[src/rtl/muldiv_ctrl.sv]
`default_nettype none
// +-----------------------------------------------------------------------+
// | muldiv_ctrl : one-bit-per-cycle MULT/MULTU/DIV/DIVU sequencer, HI/LO   |
// | rev 1.0                                                               |
// +-----------------------------------------------------------------------+
module muldiv_ctrl #(
  parameter int WIDTH = 32
) (
  input  logic             clk,
  input  logic             rst_n,
  input  logic             start,
  input  logic [1:0]       op,
  input  logic [WIDTH-1:0] operand1,
  input  logic [WIDTH-1:0] operand2,
  input  logic             hilo_rd,
  input  logic             hi_we,
  input  logic             lo_we,
  input  logic [WIDTH-1:0] wdata,
  output logic [WIDTH-1:0] hi,
  output logic [WIDTH-1:0] lo,
  output logic             busy,
  output logic             stall,
  output logic             done,
  output logic             dbz
);

  localparam int c_cnt_w = $clog2(WIDTH);

  typedef enum logic [1:0] {
    S_IDLE = 2'd0,
    S_RUN  = 2'd1,
    S_FIX  = 2'd2
  } state_t;

  state_t             r_state;
  logic [c_cnt_w-1:0] r_count;
  logic               r_is_div;
  logic               r_neg_res;
  logic               r_neg_rem;
  logic [WIDTH-1:0]   r_addend;
  logic [WIDTH-1:0]   r_acc_hi;
  logic [WIDTH-1:0]   r_acc_lo;
  logic [WIDTH-1:0]   r_hi;
  logic [WIDTH-1:0]   r_lo;
  logic               r_done;
  logic               r_dbz;

  logic               w_is_div;
  logic               w_neg1;
  logic               w_neg2;
  logic               w_div0;
  logic [WIDTH-1:0]   w_abs1;
  logic [WIDTH-1:0]   w_abs2;

  assign w_is_div = op[1];
  assign w_neg1   = op[0] & operand1[WIDTH-1];
  assign w_neg2   = op[0] & operand2[WIDTH-1];
  assign w_div0   = w_is_div & (operand2 == {WIDTH{1'b0}});
  assign w_abs1   = w_neg1 ? ({WIDTH{1'b0}} - operand1) : operand1;
  assign w_abs2   = w_neg2 ? ({WIDTH{1'b0}} - operand2) : operand2;

  // Shared adder: multiply adds into {carry, P_hi}; divide trial-subtracts from the shifted {R, Q[msb]}.
  logic [WIDTH:0]     w_a;
  logic [WIDTH:0]     w_b;
  logic [WIDTH+1:0]   w_sum;
  logic               w_fit;
  logic [WIDTH:0]     w_mul_next;
  logic [WIDTH-1:0]   w_run_hi;
  logic [WIDTH-1:0]   w_run_lo;

  assign w_a        = r_is_div ? {r_acc_hi, r_acc_lo[WIDTH-1]} : {1'b0, r_acc_hi};
  assign w_b        = {1'b0, r_addend};
  assign w_sum      = r_is_div ? ({1'b0, w_a} - {1'b0, w_b}) : ({1'b0, w_a} + {1'b0, w_b});
  assign w_fit      = ~w_sum[WIDTH+1];
  assign w_mul_next = r_acc_lo[0] ? w_sum[WIDTH:0] : w_a;

  always_comb begin
    if (r_is_div) begin
      w_run_hi = w_fit ? w_sum[WIDTH-1:0] : w_a[WIDTH-1:0];
      w_run_lo = {r_acc_lo[WIDTH-2:0], w_fit};
    end else begin
      w_run_hi = w_mul_next[WIDTH:1];
      w_run_lo = {w_mul_next[0], r_acc_lo[WIDTH-1:1]};
    end
  end

  logic [2*WIDTH-1:0] w_prod_neg;
  logic [WIDTH-1:0]   w_fix_hi;
  logic [WIDTH-1:0]   w_fix_lo;

  assign w_prod_neg = {(2*WIDTH){1'b0}} - {r_acc_hi, r_acc_lo};

  always_comb begin
    if (r_is_div) begin
      w_fix_hi = r_neg_rem ? ({WIDTH{1'b0}} - r_acc_hi) : r_acc_hi;
      w_fix_lo = r_neg_res ? ({WIDTH{1'b0}} - r_acc_lo) : r_acc_lo;
    end else begin
      w_fix_hi = r_neg_res ? w_prod_neg[2*WIDTH-1:WIDTH] : r_acc_hi;
      w_fix_lo = r_neg_res ? w_prod_neg[WIDTH-1:0]       : r_acc_lo;
    end
  end

  always_ff @(posedge clk or negedge rst_n) begin
    if (!rst_n) begin
      r_state   <= S_IDLE;
      r_count   <= '0;
      r_is_div  <= 1'b0;
      r_neg_res <= 1'b0;
      r_neg_rem <= 1'b0;
      r_addend  <= '0;
      r_acc_hi  <= '0;
      r_acc_lo  <= '0;
      r_hi      <= '0;
      r_lo      <= '0;
      r_done    <= 1'b0;
      r_dbz     <= 1'b0;
    end else begin
      r_done <= 1'b0;
      case (r_state)
        S_IDLE: begin
          if (start) begin
            r_is_div <= w_is_div;
            r_count  <= '0;
            r_dbz    <= w_div0;
            if (w_div0) begin
              // Divide by zero skips the iterations and commits these raw values.
              r_acc_hi  <= operand1;
              r_acc_lo  <= '1;
              r_neg_res <= 1'b0;
              r_neg_rem <= 1'b0;
              r_state   <= S_FIX;
            end else begin
              r_addend  <= w_is_div ? w_abs2 : w_abs1;
              r_acc_lo  <= w_is_div ? w_abs1 : w_abs2;
              r_acc_hi  <= '0;
              r_neg_res <= w_neg1 ^ w_neg2;
              r_neg_rem <= w_is_div & w_neg1;
              r_state   <= S_RUN;
            end
          end else begin
            if (hi_we) r_hi <= wdata;
            if (lo_we) r_lo <= wdata;
          end
        end
        S_RUN: begin
          r_acc_hi <= w_run_hi;
          r_acc_lo <= w_run_lo;
          r_count  <= r_count + c_cnt_w'(1);
          if (r_count == {c_cnt_w{1'b1}}) r_state <= S_FIX;
        end
        S_FIX: begin
          r_hi    <= w_fix_hi;
          r_lo    <= w_fix_lo;
          r_done  <= 1'b1;
          r_state <= S_IDLE;
        end
        default: r_state <= S_IDLE;
      endcase
    end
  end

  assign hi    = r_hi;
  assign lo    = r_lo;
  assign busy  = (r_state != S_IDLE);
  assign stall = busy & (start | hilo_rd | hi_we | lo_we);
  assign done  = r_done;
  assign dbz   = r_dbz;

endmodule
`default_nettype wire

[config.mk]
export PLATFORM = sky130hd
export DESIGN_NAME = muldiv_ctrl
export DESIGN_NICKNAME = d
export VERILOG_FILES = /design/src/rtl/muldiv_ctrl.sv
export SDC_FILE = /design/constraint.sdc
export NUM_CORES = 1
export LEC_CHECK = 0
export BUFFER_PORTS_ARGS = -buffer_cell sky130_fd_sc_hd__buf_4
export CORE_UTILIZATION = 60
export CTS_BUF_LIST = sky130_fd_sc_hd__clkbuf_8
export CTS_CLUSTER_DIAMETER = 120
export DETAILED_ROUTE_END_ITERATION = 6
export PLACE_DENSITY = 0.89
export SLEW_MARGIN = 20
export SYNTH_ARGS = -nofsm -noshare
export SYNTH_HDL_FRONTEND = slang
export SYNTH_SLANG_ARGS = --single-unit
[constraint.sdc]
create_clock -name clk -period 10 [get_ports clk]
set_input_delay 0.5 -clock clk [delete_from_list [all_inputs] [get_ports clk]]
set_output_delay 0.5 -clock clk [all_outputs]
set_load 0.1 [all_outputs]
-- After elaboration in Yosys (flattened, before gate mapping)
Index checks and enable logic that the tools add are counted.
W data, S select, Z words.
- output and inout bits: 68
- input bits: 104
- register bits after elaboration: 172
- $add $sub $neg: 8
- reduce and logical (&&, ||, !) cells: 11
- muxes and demuxes: 37
- bitwise operators: 11
- equal/unequal tests: 8
- operators by type and width (kind ; number):
    $mux W32 ; 21
    $pmux W32 S2 ; 4
    $sub A1 B32 Y32 const A ; 4
    $mux W33 ; 2
    $sub A1 B64 Y64 const A ; 1
    $add A33 B32 Y34 ; 1
    $mux W34 ; 1
    $sub A33 B32 Y34 ; 1
    $logic_not A32 Y1 ; 1
    $ne A2 B2 Y1 const B ; 5
    $pmux W5 S2 ; 1
    $reduce_and A3 Y1 ; 3
    $mux W2 ; 3
    $reduce_and A2 Y1 ; 3
    $reduce_bool A2 Y1 ; 3
    $add A5 B1 Y5 const B ; 1
    $and A1 B1 Y1 ; 5
    $eq A5 B5 Y1 const B ; 1
    $mux W5 ; 1
    $pmux W2 S2 ; 1
    $mux W1 ; 3
    $or A1 B1 Y1 ; 3
    $eq A2 B1 Y1 const B ; 1
    $eq A2 B2 Y1 const B ; 1
    other kinds (3) ; 4

-- Longest topological paths before layout
- depth after elaboration: 6
- depth in mapped cells: 22
- mapped depth without buffers: 19

-- Worst setup path after synthesis
Ideal clock, no wire load.
- kind: register -> register
- start point: register r_addend[0]
- end point: register r_acc_hi[28]
- cell stages (with the launch flop): 21
- library setup time: 0.120 ns
- setup slack: 5.172 ns
- buffers on the path: 3
- data arrival time: 4.708 ns
- cell sequence: dfrtp_1 inv_1 ha_1 or4b_1 nor3b_1 nor4b_2 nor2_1 xnor2_1 ha_1 clkbuf_1 a21oi_1 o21a_1 o221ai_1 a211oi_1 a22o_1 a31o_2 o31ai_1 buf_4 buf_4 o221ai_1 a31o_2
- word-level cells in the longest chain between the ends: 5
- ends and longest elaborated chain (element ; line ; text):
    start: declaration ; 40 ; logic [WIDTH-1:0] r_addend;
    start signal: assignment ; 133 ; r_addend <= w_is_div ? w_abs2 : w_abs1;
    $add A33 B32 Y34 or $sub A33 B32 Y34 (tied branches) ; 73 ; assign w_sum = r_is_div ? ({1'b0, w_a} - {1'b0, w_b}) : ({1'b0, w_a} + {1'b0, w_b});
    $mux W34 * ; 73 ;
    $mux W33 or $mux W32 (tied branches) ; 75, 79 ;
    $mux W32 * ; 78 ; if (r_is_div) begin
    $pmux W32 S2 * ; 119 ; case (r_state)
    end signal: assignment ; 127 ; r_acc_hi <= operand1;
    end signal: assignment ; 146 ; r_acc_hi <= w_run_hi;
    end: declaration ; 41 ; logic [WIDTH-1:0] r_acc_hi;
Every way passes the cells marked *; elsewhere a longest branch is shown, timed or not.
A chain may end at the register's enable or synchronous reset.

-- Worst setup path after layout
- start point: register r_addend[1]
- end point: register r_acc_hi[25]
Same word-level chain as after synthesis.

==> results.txt <==
Clock tree synthesis found a total of 172 sinks. The final-stage net count is 2059. The detailed-route vias per instance is 6.70. The wire length on met1 came out at 20200 um.

The xor and xnor area share after synthesis is 10.7%. The slowest stage of the critical path is the sky130_fd_sc_hd__nor4b_2 cell. The cell depth of the worst flop-to-flop path is 19. The post-detailed-placement half-perimeter wirelength came out at 37700 um. Detailed routing inserted a total of 15088 vias. TritonCTS built the clock tree. The core area came out at 24200 um2.

Walking the worst path, the cells encountered are inv_1 -> ha_1 -> or4b_1 -> nor3b_1 -> nor4b_2 -> a21oi_1 -> xnor2_1 -> ha_1 -> nand2_1 -> o21a_1 -> o221ai_1 -> a211oi_1 -> a22o_1 -> a31o_2 -> o31ai_4 -> buf_4 -> nor3_1 -> a311o_1 -> a211oi_1. The maximum number of pins on one net before global-route repair came out at 105. The number of top-level design ports came out at 172.

The post-synthesis cell area is 14800 um2. The die outline area is 25200 um2. The number of port buffers is 171. The min-delay analysis places its worst path in the category in -> async. The global-route usage over all layers is 39.1%. The initial DRC count is 2267.

Buffers inserted to repair hold after CTS numbered 0. In this run the number of cells on the critical path is 19. The number of global-route vias before repair is 13713.

The number of hold violations in the final report was 0. The relative area change from synthesis to final layout is 11.5%. The global placement routability congestion is 1.03. The routed length on met2 is 21700 um. The number of antenna diodes is 0.

During synthesis, Yosys emitted a total of 0 warnings. The met3 routed wirelength came out at 5950 um. The number of instances resized during post-cts repair is 0.

In this run the worst path has a maximum fanout of 39. The post-CTS setup buffer count came out at 0. The initial cell density of the core came out at 60.9%. By startpoint and endpoint, the worst setup path is classified as reg -> reg. For the finished layout, the period the worst path requires is 5.91 ns. The peak per-stage delay on the critical path came out at 0.67 ns. The category of the worst setup path capture point is a register. The worst-margin pin slew came out at 1.17 ns. The number of endpoints failing setup at the final stage came out at 0. Between clock sinks in the finished design, the worst skew comes to 0.0205 ns. The post-synthesis share of cell area spent on and, or, nand and nor gates is 17.0%. The number of buffers on the longest clock path came out at 2. The required time at the endpoint of the critical path is 10.39 ns. The routed design has 50300 um of wire. The post-route worst setup slack is 4.09 ns. Clock-pin slew was measured on the worst setup and hold paths at 0.11 ns.

After synthesis, the largest family of logic cells by area is compound AO/OA/AOI/OAI gates. The final antenna-violating net count came out at 0. From bottom edge to top edge, the die measures 159 um. In this run, CTS created clock tree buffers numbering 17.

The post-synthesis instance total came out at 1848. Prior to clock tree synthesis, the placed netlist has a worst setup slack of 4.27 ns. The net count of the mapped netlist came out at 1992. The per-cell routed wire length came out at 22.3 um. The endpoint arrival time on the critical path came out at 6.31 ns. The tool flagged a number of max-cap violations equal to 0.

Yosys mapped the design onto 69 distinct sky130hd cell types. The main flop type after synthesis is sky130_fd_sc_hd__dfrtp_1. The final number of max-transition violations was 0. In this run, synthesis inferred 0 flip-flops with an integrated enable. The peak clock frequency supported by timing is 169 MHz. The initial antenna violation count came out at 0. For this run, the detailed router's first-pass iteration total came to 7. The highest metal layer carrying signal wires in the routed design is met4.

Setup repair after global routing left no endpoint under its margin. Counting both buffers and inverters, the worst setup path holds a total of 2. The floorplan has 57 rows. The period utilization came out at 59.1%.

The fraction of synthesized area in multiplexers came out at 11.8%. In this run the tightest slew margin relative to its limit is 21.8%. The total overflow left after global routing is 0.

The clock tree root driver cell is sky130_fd_sc_hd__clkbuf_8. The DRC violation count after routing is 7. The layout cell share with drive strength beyond 1 came out at 15.5%. After Yosys synthesis, full adders, half adders and majority gates account for 3.44% of the synthesized area.

The run finished, with violations left. The later pin in the worst-skew pair is clocked with a latency of 0.49 ns. The global-route wire length before repair is 77300 um. After routing, the total negative slack on setup checks comes to 0 ns. The async set-or-reset flop fraction in the synthesized netlist came out at 100%. STA classifies the critical path startpoint as a register. The kind of cell adding the most delay to the critical path is simple AND/OR/NAND/NOR gates. In this run the mean area of a mapped cell was 7.99 um2. The synthesized netlist devotes 23.3% of its cell area to compound gates. The fill cell total of the finished layout came out at 1968. The number of register bits inferred by synthesis came out at 172. The fraction of the yosys area taken by sequential cells came out at 29.2%.

In this run the horizontal extent of the chip is 159 um. In this run the number of H-tree levels came out at 4. The checks that failed: design-rule violations.
[state kept, by name (all words and copies together), names as in the netlist]
register / flops
r_acc_hi: 32
r_addend: 32
r_acc_lo: 32
done: 1
r_state: 2
dbz: 1
r_neg_rem: 1
lo: 32
r_count: 5
r_neg_res: 1
r_is_div: 1
hi: 32
[placed cells by master (no fill, tap or decap), types with 6 or more instances in the layout]
cell,netlist,layout
sky130_fd_sc_hd__nand2_1,199,199
sky130_fd_sc_hd__and2_1,11,9
sky130_fd_sc_hd__mux2_2,56,56
sky130_fd_sc_hd__o221ai_1,11,11
sky130_fd_sc_hd__or3_1,24,24
sky130_fd_sc_hd__nand4_1,9,9
sky130_fd_sc_hd__a21oi_1,166,166
sky130_fd_sc_hd__xor2_1,54,54
sky130_fd_sc_hd__dfrtp_1,172,171
sky130_fd_sc_hd__a211oi_1,17,17
sky130_fd_sc_hd__nor4_1,14,14
sky130_fd_sc_hd__a222oi_1,21,21
sky130_fd_sc_hd__clkbuf_8,0,17
sky130_fd_sc_hd__nor2b_1,10,9
sky130_fd_sc_hd__ha_1,39,39
sky130_fd_sc_hd__inv_8,0,6
sky130_fd_sc_hd__or4_1,10,10
sky130_fd_sc_hd__inv_1,35,34
sky130_fd_sc_hd__and3_1,8,8
sky130_fd_sc_hd__a221oi_1,10,10
sky130_fd_sc_hd__o31ai_1,16,15
sky130_fd_sc_hd__o21ai_0,205,205
sky130_fd_sc_hd__o22ai_1,8,8
sky130_fd_sc_hd__a21o_1,16,16
sky130_fd_sc_hd__a31oi_1,12,12
sky130_fd_sc_hd__o21a_1,7,7
sky130_fd_sc_hd__nand2b_1,22,22
sky130_fd_sc_hd__buf_4,3,185
sky130_fd_sc_hd__nand3_1,18,18
sky130_fd_sc_hd__o41ai_1,14,14
sky130_fd_sc_hd__o211ai_1,17,17
sky130_fd_sc_hd__nor3_1,44,43
sky130_fd_sc_hd__mux2i_1,111,111
sky130_fd_sc_hd__xnor2_1,127,127
sky130_fd_sc_hd__nor2_1,163,162
[cells in the mapped netlist, types with 12 or more instances]
| cell | n | area [um2] |
|---|---|---|
| sky130_fd_sc_hd__a211oi_1 | 17 | 128 |
| sky130_fd_sc_hd__a21o_1 | 16 | 120 |
| sky130_fd_sc_hd__a21oi_1 | 166 | 831 |
| sky130_fd_sc_hd__a222oi_1 | 21 | 210 |
| sky130_fd_sc_hd__a31oi_1 | 12 | 75.1 |
| sky130_fd_sc_hd__buf_1 | 23 | 86.3 |
| sky130_fd_sc_hd__clkbuf_1 | 108 | 405 |
| sky130_fd_sc_hd__dfrtp_1 | 172 | 4300 |
| sky130_fd_sc_hd__ha_1 | 39 | 488 |
| sky130_fd_sc_hd__inv_1 | 35 | 131 |
| sky130_fd_sc_hd__mux2_2 | 56 | 631 |
| sky130_fd_sc_hd__mux2i_1 | 111 | 1110 |
| sky130_fd_sc_hd__nand2_1 | 199 | 747 |
| sky130_fd_sc_hd__nand2b_1 | 22 | 138 |
| sky130_fd_sc_hd__nand3_1 | 18 | 90.1 |
| sky130_fd_sc_hd__nor2_1 | 163 | 612 |
| sky130_fd_sc_hd__nor3_1 | 44 | 220 |
| sky130_fd_sc_hd__nor4_1 | 14 | 87.6 |
| sky130_fd_sc_hd__o211ai_1 | 17 | 128 |
| sky130_fd_sc_hd__o21ai_0 | 205 | 1030 |
| sky130_fd_sc_hd__o31ai_1 | 16 | 120 |
| sky130_fd_sc_hd__o41ai_1 | 14 | 123 |
| sky130_fd_sc_hd__or3_1 | 24 | 150 |
| sky130_fd_sc_hd__xnor2_1 | 127 | 1110 |
| sky130_fd_sc_hd__xor2_1 | 54 | 473 |
[worst register-to-register path, cell delays in order, from the launching register on]
cell,delay (ns)
sky130_fd_sc_hd__dfrtp_1,0.42
sky130_fd_sc_hd__inv_1,0.09
sky130_fd_sc_hd__ha_1,0.20
sky130_fd_sc_hd__or4b_1,0.51
sky130_fd_sc_hd__nor3b_1,0.58
sky130_fd_sc_hd__nor4b_2,0.67
sky130_fd_sc_hd__a21oi_1,0.18
sky130_fd_sc_hd__xnor2_1,0.17
sky130_fd_sc_hd__ha_1,0.39
sky130_fd_sc_hd__nand2_1,0.15
sky130_fd_sc_hd__o21a_1,0.23
sky130_fd_sc_hd__o221ai_1,0.23
sky130_fd_sc_hd__a211oi_1,0.11
sky130_fd_sc_hd__a22o_1,0.25
sky130_fd_sc_hd__a31o_2,0.26
sky130_fd_sc_hd__o31ai_4,0.17
sky130_fd_sc_hd__buf_4,0.51
sky130_fd_sc_hd__nor3_1,0.13
sky130_fd_sc_hd__a311o_1,0.34
sky130_fd_sc_hd__a211oi_1,0.24
[path summary, 6_finish.rpt]
check / from / slack [ns] / end
min in group clk: wdata[13] / 0.29 / hi[13]
worst min register to register: r_count[3] / 0.50 / r_count[3]
max in group asynchronous: rst_n / 8.35 / r_acc_hi[4]
worst max register to register: r_addend[1] / 4.09 / r_acc_hi[25]
worst max-delay path: r_addend[1] / 4.09 / r_acc_hi[25]
worst min-delay path: rst_n / 0.13 / r_acc_lo[17]
[cell families after synthesis]
kind of cell	count (synthesis)
AND/OR/NAND/NOR	550
AO/OA/AOI/OAI	564
XOR/XNOR	181
flip-flops	172
buffers and inverters	174
adder cells (fa/ha/maj)	40
multiplexers	167
[layer usage]
layer | track usage (%) | vias to the layer above
met5 | 0 | -
met4 | 17.2 | 0
met3 | 8.33 | 167
met2 | 58.3 | 1020
met1 | 54.5 | 7118
li1 | - | 6783
[layout make-up]
cell class / instances / area, um2 / share of cell area, %
flip-flops and latches: 172 / 4310 / 26.2
clock inverters: 14 / 173 / 1.05
multi-input cells: 1502 / 9810 / 59.6
repair buffers: 186 / 1400 / 8.50
inverters: 36 / 135 / 0.821
clock buffers: 17 / 234 / 1.42
well taps: 324 / 405 / 2.46
[through the flow]
| step | area, um2 | util, % | hold WS [ns] | instances |
|---|---|---|---|---|
| 6_report | 16500 | 67.9 | 0.126 | 2251 |
| 5_1_grt | 16500 | 67.9 | 0.187 | 2251 |
| 4_1_cts | 16500 | 67.9 | 0.153 | 2251 |
| 3_5_place_dp | 16100 | 66.2 | 0.471 | 2220 |
| 3_3_place_gp | 16100 | 66.2 | 0.469 | 2220 |
| 2_1_floorplan | 14800 | - | 0.204 | 1848 |
Power is not shown: default switching activity piles up to over one toggle a cycle in this logic, so the estimate is an artifact.
